File: config.mk
export PLATFORM = sky130hd
export DESIGN_NAME = mavg3_filter
export DESIGN_NICKNAME = d
export VERILOG_FILES = /design/src/rtl/mavg3_pkg.sv /design/src/rtl/mavg3_taps.sv /design/src/rtl/mavg3_filter.sv
export SDC_FILE = /design/constraint.sdc
export NUM_CORES = 1
export LEC_CHECK = 0
export CORE_UTILIZATION = 45
export DETAILED_ROUTE_END_ITERATION = 12
export PLACE_DENSITY = 0.77
export SYNTH_ARGS = -nofsm -noshare
export SYNTH_HDL_FRONTEND = slang
export SYNTH_SLANG_ARGS = --single-unit
File: constraint.sdc
create_clock -name ck -period 2.9 [get_ports ck]
set_clock_uncertainty 0.2 [all_clocks]
set_input_delay 0.435 -clock ck [delete_from_list [all_inputs] [get_ports ck]]
set_output_delay 0.435 -clock ck [all_outputs]
set_load 0.03 [all_outputs]
File: src/rtl/mavg3_pkg.sv
// Shared definitions for the mavg3 smoothing filter: default widths, fill states and rounding
// constant.
package mavg3_pkg;

  localparam int unsigned W_DEF   = 8;
  localparam int unsigned ROUND_K = 2;

  // Room for 4*(2^w-1)+2 without overflow.
  function automatic int unsigned sum_w(input int unsigned w);
    return w + 2;
  endfunction

  typedef enum logic [1:0] {
    EMPTY = 2'd0,
    FILL1 = 2'd1,
    FILL2 = 2'd2,
    RUN   = 2'd3
  } fill_state_e;

endpackage

File: src/rtl/mavg3_taps.sv
// Enable-gated 3-stage delay line; x0 newest, x2 oldest. Async reset and sync clr zero all taps.
module mavg3_taps
  import mavg3_pkg::*;
#(
  parameter int unsigned W = W_DEF
) (
  input  logic         ck,
  input  logic         reset,
  input  logic         clr,
  input  logic         en,
  input  logic [W-1:0] din,
  output logic [W-1:0] x0,
  output logic [W-1:0] x1,
  output logic [W-1:0] x2
);

  logic [W-1:0] r_x0;
  logic [W-1:0] r_x1;
  logic [W-1:0] r_x2;

  always_ff @(posedge ck or posedge reset) begin
    if (reset) begin
      r_x0 <= '0;
      r_x1 <= '0;
      r_x2 <= '0;
    end else if (clr) begin
      r_x0 <= '0;
      r_x1 <= '0;
      r_x2 <= '0;
    end else if (en) begin
      r_x2 <= r_x1;
      r_x1 <= r_x0;
      r_x0 <= din;
    end
  end

  assign x0 = r_x0;
  assign x1 = r_x1;
  assign x2 = r_x2;

endmodule

File: src/rtl/mavg3_filter.sv
// 1-2-1 binomial smoothing filter with fill tracking and a registered, valid-qualified output.
// Define MAVG3_ROUND_EN for round-half-up; otherwise the weighted sum is truncated.
module mavg3_filter
  import mavg3_pkg::*;
#(
  parameter int unsigned W     = W_DEF,
  parameter int unsigned SUM_W = sum_w(W)
) (
  input  logic         ck,
  input  logic         reset,
  input  logic         clr,
  input  logic         din_valid,
  input  logic [W-1:0] din,
  output logic         dout_valid,
  output logic [W-1:0] dout,
  output logic [1:0]   fill
);

`ifdef MAVG3_ROUND_EN
  localparam logic [SUM_W-1:0] RoundK = SUM_W'(ROUND_K);
`else
  localparam logic [SUM_W-1:0] RoundK = '0;
`endif

  logic         w_accept;
  logic [W-1:0] w_x0;
  logic [W-1:0] w_x1;
  logic [W-1:0] w_x2;
  logic [SUM_W-1:0] w_sum;
  logic         w_pulse;

  fill_state_e r_state;
  fill_state_e w_state_nxt;
  logic        r_req;
  logic        r_dout_valid;
  logic [W-1:0] r_dout;

  assign w_accept = din_valid & ~clr;

  mavg3_taps #(
    .W (W)
  ) u_taps (
    .ck    (ck),
    .reset (reset),
    .clr   (clr),
    .en    (w_accept),
    .din   (din),
    .x0    (w_x0),
    .x1    (w_x1),
    .x2    (w_x2)
  );

  always_comb begin
    w_state_nxt = r_state;
    if (clr) begin
      w_state_nxt = EMPTY;
    end else if (w_accept) begin
      unique case (r_state)
        EMPTY:   w_state_nxt = FILL1;
        FILL1:   w_state_nxt = FILL2;
        FILL2:   w_state_nxt = RUN;
        RUN:     w_state_nxt = RUN;
        default: w_state_nxt = EMPTY;
      endcase
    end
  end

  always_ff @(posedge ck or posedge reset) begin
    if (reset) begin
      r_state <= EMPTY;
    end else begin
      r_state <= w_state_nxt;
    end
  end

  // Taps and state already reflect the sample accepted on the previous edge.
  assign w_sum   = SUM_W'(w_x0) + (SUM_W'(w_x1) << 1) + SUM_W'(w_x2) + RoundK;
  assign w_pulse = r_req & (r_state == RUN);

  always_ff @(posedge ck or posedge reset) begin
    if (reset) begin
      r_req        <= 1'b0;
      r_dout_valid <= 1'b0;
      r_dout       <= '0;
    end else if (clr) begin
      r_req        <= 1'b0;
      r_dout_valid <= 1'b0;
    end else begin
      r_req        <= w_accept;
      r_dout_valid <= w_pulse;
      if (w_pulse) begin
        r_dout <= W'(w_sum >> 2);
      end
    end
  end

  assign dout_valid = r_dout_valid;
  assign dout       = r_dout;
  assign fill       = r_state;

endmodule

==> run summary <==
outcome: finished clean
Synth Area per Inst: 11.33 sq um
unique cell type count in the Yosys netlist: 37
horizontal extent of the die: 67.23 um
overall routing resource usage: 16.56%
detail-routed via count per cell: 5.282
worst-case vdd ir drop: 288.0 uV
Top Ports: 23
ys async rst share: 100.0%
area of the placeable core: 4029 sq um
part of the total power dissipated in sequential elements: 47.9%
top cell family by delay on the critical path: adder cells
First-pass DRT Iterations: 4
Detail Route Antenna Nets: 0
CP cell instances: inv_1, fa_1, and3b_1, fa_2, a211oi_2, o21bai_1, a2111oi_1, nand3b_1
quantity of I/O buffers inserted on ports: 22
Total Routed Length: 3.307 mm
synthesis-stage register bit count: 36
Net Count, Synth: 196
hold bufs inserted after CTS: 0
most area-consuming cells after synthesis: dfrtp_1 (47%), mux2i_1 (13%), fa_1 (8.4%)
total net switching power: 284.9 uW
Layout Utilization: 56.80%
Final Cycle Share: 96.74%
delay of the slowest cell on the worst path: 0.52 ns
clock sink total: 36
pwr/cell area: 497.0 nW/um^2
starting utilization of the core area: 47.52%
maximum fanout count along the critical path: 4
worst setup margin: 0.09447 ns
hold violation count in the final report: 0
number of buffers on the longest clock path: 2
worst endpoint required time: 2.92 ns
slew at the pin closest to its max-slew limit: 0.4415 ns
number of enable-type register cells in the synthesized netlist: 0
cell with the largest stage delay on the worst path: fa_1
Bufs and invs on worst path: 1
number of pins exceeding their max-slew limit in the final report: 0
global-route wire length before repair: 5.430 mm
number of instances in the synthesized netlist: 169
sequential element share of the synthesized area: 47.06%
clk_lat worst skew: 0.29 ns
internal power of the cells: 852.4 uW
share of total power in combinational logic: 14.3%
total vias in the final route: 1294
fill cell total of the finished layout: 347
number of buffers inserted during clock tree synthesis: 5
dpl hpwl: 2.328 mm
number of antenna cells inserted: 0
register area: 900.9 sq um
Syn-to-layout area delta: 19.54%
number of H-tree levels: 2
gr ovfl total: 0
Netlist Area Pre-Place: 1914 sq um
sw frac: 25.05%
Std-Cell Rows: 23
critical path data arrival time: 2.83 ns
largest net degree at the start of global routing: 37
iteration-0 DRC count of the detailed router: 88
clock transition at the registers of the reported paths: 0.07 ns
shortest period the worst path allows: 2.806 ns
wire per inst: 13.50 um
number of design rule violations left after detail routing: 0
f_max: 0.3564 GHz
Die Footprint: 4519 sq um
largest area contributor in the synthesized netlist: dfrtp_1
Final setup violation count: 0
leakage dissipation: 0.001175 uW
CTS tree: done
combined area of the multi-input logic cells: 944.7 sq um
share of the synthesized area in the top cell type: 47.06%
relative slew slack: 70.57%
number of warnings reported in the yosys synthesis log: 0
critical path launch point type: register
final weighted congestion of routability-driven global placement: 0.8510
number of antenna violations at the first check in global routing: 0
via count of the first global-routing pass: 1165
die height: 67.23 um
startpoint-to-endpoint class of the critical path: reg2reg
number of nets in the final layout: 221
critical path endpoint category: register
placement-stage worst setup slack: 0.07593 ns
Root Buffer: clkbuf_8
worst min-delay path category: reg2reg
clock network fraction of total power: 37.7%
maximum capacitance violations: 0
share of layout cells above drive strength 1: 8.718%
most instantiated flip-flop cell in the synthesis netlist: dfrtp_1
registers in the layout, summed over array words and instances (netlist names):
register    cells
r_req           1
fill            2
dout            8
dout_valid      1
u_taps.x0       8
u_taps.x1       8
u_taps.x2       8
metrics by stage:
stage / total power [uW] / cells / setup TNS [ns] / cell area (sq um) / hold slack (ns)
2_1_floorplan: 658.7 / 169 / 0 / 1914 / 0.2788
3_3_place_gp: 713.9 / 237 / 0 / 2172 / 0.2616
3_5_place_dp: 717.0 / 237 / 0 / 2172 / 0.2616
4_1_cts: 1148 / 245 / 0 / 2280 / 0.2791
5_1_grt: 1189 / 245 / -0.05326 / 2288 / 0.3093
6_report: 1137 / 245 / 0 / 2288 / 0.2720
power by group through the flow:
stage                     clock network (uW)  registers, uW  logic, uW
after detailed placement                   0            555        162
after floorplan                            0            572       86.5
after global routing                     460            548        180
final                                    429            545        163
after CTS                                439            546        163
after global placement                     0            554        160
synthesized netlist by cell type (2+ instances only):
| library cell | number |
|---|---|
| mux2i_1 | 24 |
| clkbuf_1 | 2 |
| and3_1 | 2 |
| nand2_1 | 8 |
| o31ai_1 | 2 |
| inv_1 | 8 |
| dfrtp_1 | 36 |
| a21o_1 | 2 |
| nand3_1 | 2 |
| fa_1 | 8 |
| a21oi_1 | 5 |
| o21ai_0 | 5 |
| buf_2 | 3 |
| ha_1 | 7 |
| nor2_1 | 31 |
| a221o_1 | 2 |
| a211oi_1 | 2 |
final timing paths:
check                           cells after the start  slack (ns)    startpoint  endpoint
worst min register to register                      2        0.27       dout[0]   dout[0]
worst max-delay path                                8        0.09  u_taps.x2[1]   dout[5]
max in group asynchronous                           3        1.84         reset   fill[1]
worst max register to register                      8        0.09  u_taps.x2[1]   dout[5]
worst min-delay path                                2        0.27       dout[0]   dout[0]
min in group asynchronous                           3        0.35         reset   dout[3]
per-layer routing:
layer	GRT usage, %	share of wire, %	up-vias
met3	5.574	3.7	2
li1	-	-	640
met1	22.77	49	621
met4	6.915	0.94	0
met5	0	0	-
met2	23.75	47	31
tightest hold or removal path, stage by stage (launching register included):
cell and delay [ns]:
dfrtp_1 0.34, nand2_1 0.05, nand2_1 0.05
layout make-up:
type	instances	share of cell area, %
Clock buffer	6	3.171
Timing Repair Buffer	25	10.61
Tap cell	50	2.734
Inverter	8	1.312
Clock inverter	2	1.531
Sequential cell	36	39.37
Multi-Input combinational cell	118	41.28
cells by family (layout without fill, tap and decap cells):
logic type               count (synthesis)  in the layout  synth area share [%]
AND/OR/NAND/NOR                         51             51                 12.55
flip-flops                              36             36                 47.06
AO/OA/AOI/OAI                           27             27                 10.39
multiplexers                            24             24                 12.55
adder cells (fa/ha/maj)                 15             15                 12.94
buffers and inverters                   15             41                 4.052
XOR/XNOR                                 1              1                0.4576
layout by cell type, fill, tap and decap left out, types with 2 or more instances in the layout:
cell / Yosys / final
a21o_1: 2 / 2
a21oi_1: 5 / 5
a221o_1: 2 / 2
and3_1: 2 / 2
buf_4: 0 / 3
clkbuf_8: 1 / 5
clkdlybuf4s50_1: 0 / 22
dfrtp_1: 36 / 36
fa_1: 8 / 7
ha_1: 7 / 7
inv_1: 8 / 8
mux2i_1: 24 / 24
nand2_1: 8 / 8
nand3_1: 2 / 2
nor2_1: 31 / 31
o21ai_0: 5 / 5
o31ai_1: 2 / 2
repair_timing:
action | CTS | global route
buffers inserted | 0 | 0
gates resized for setup | 0 | 3
endpoints found under the setup margin | 0 | 2
Power figures use the tool's default switching activity.
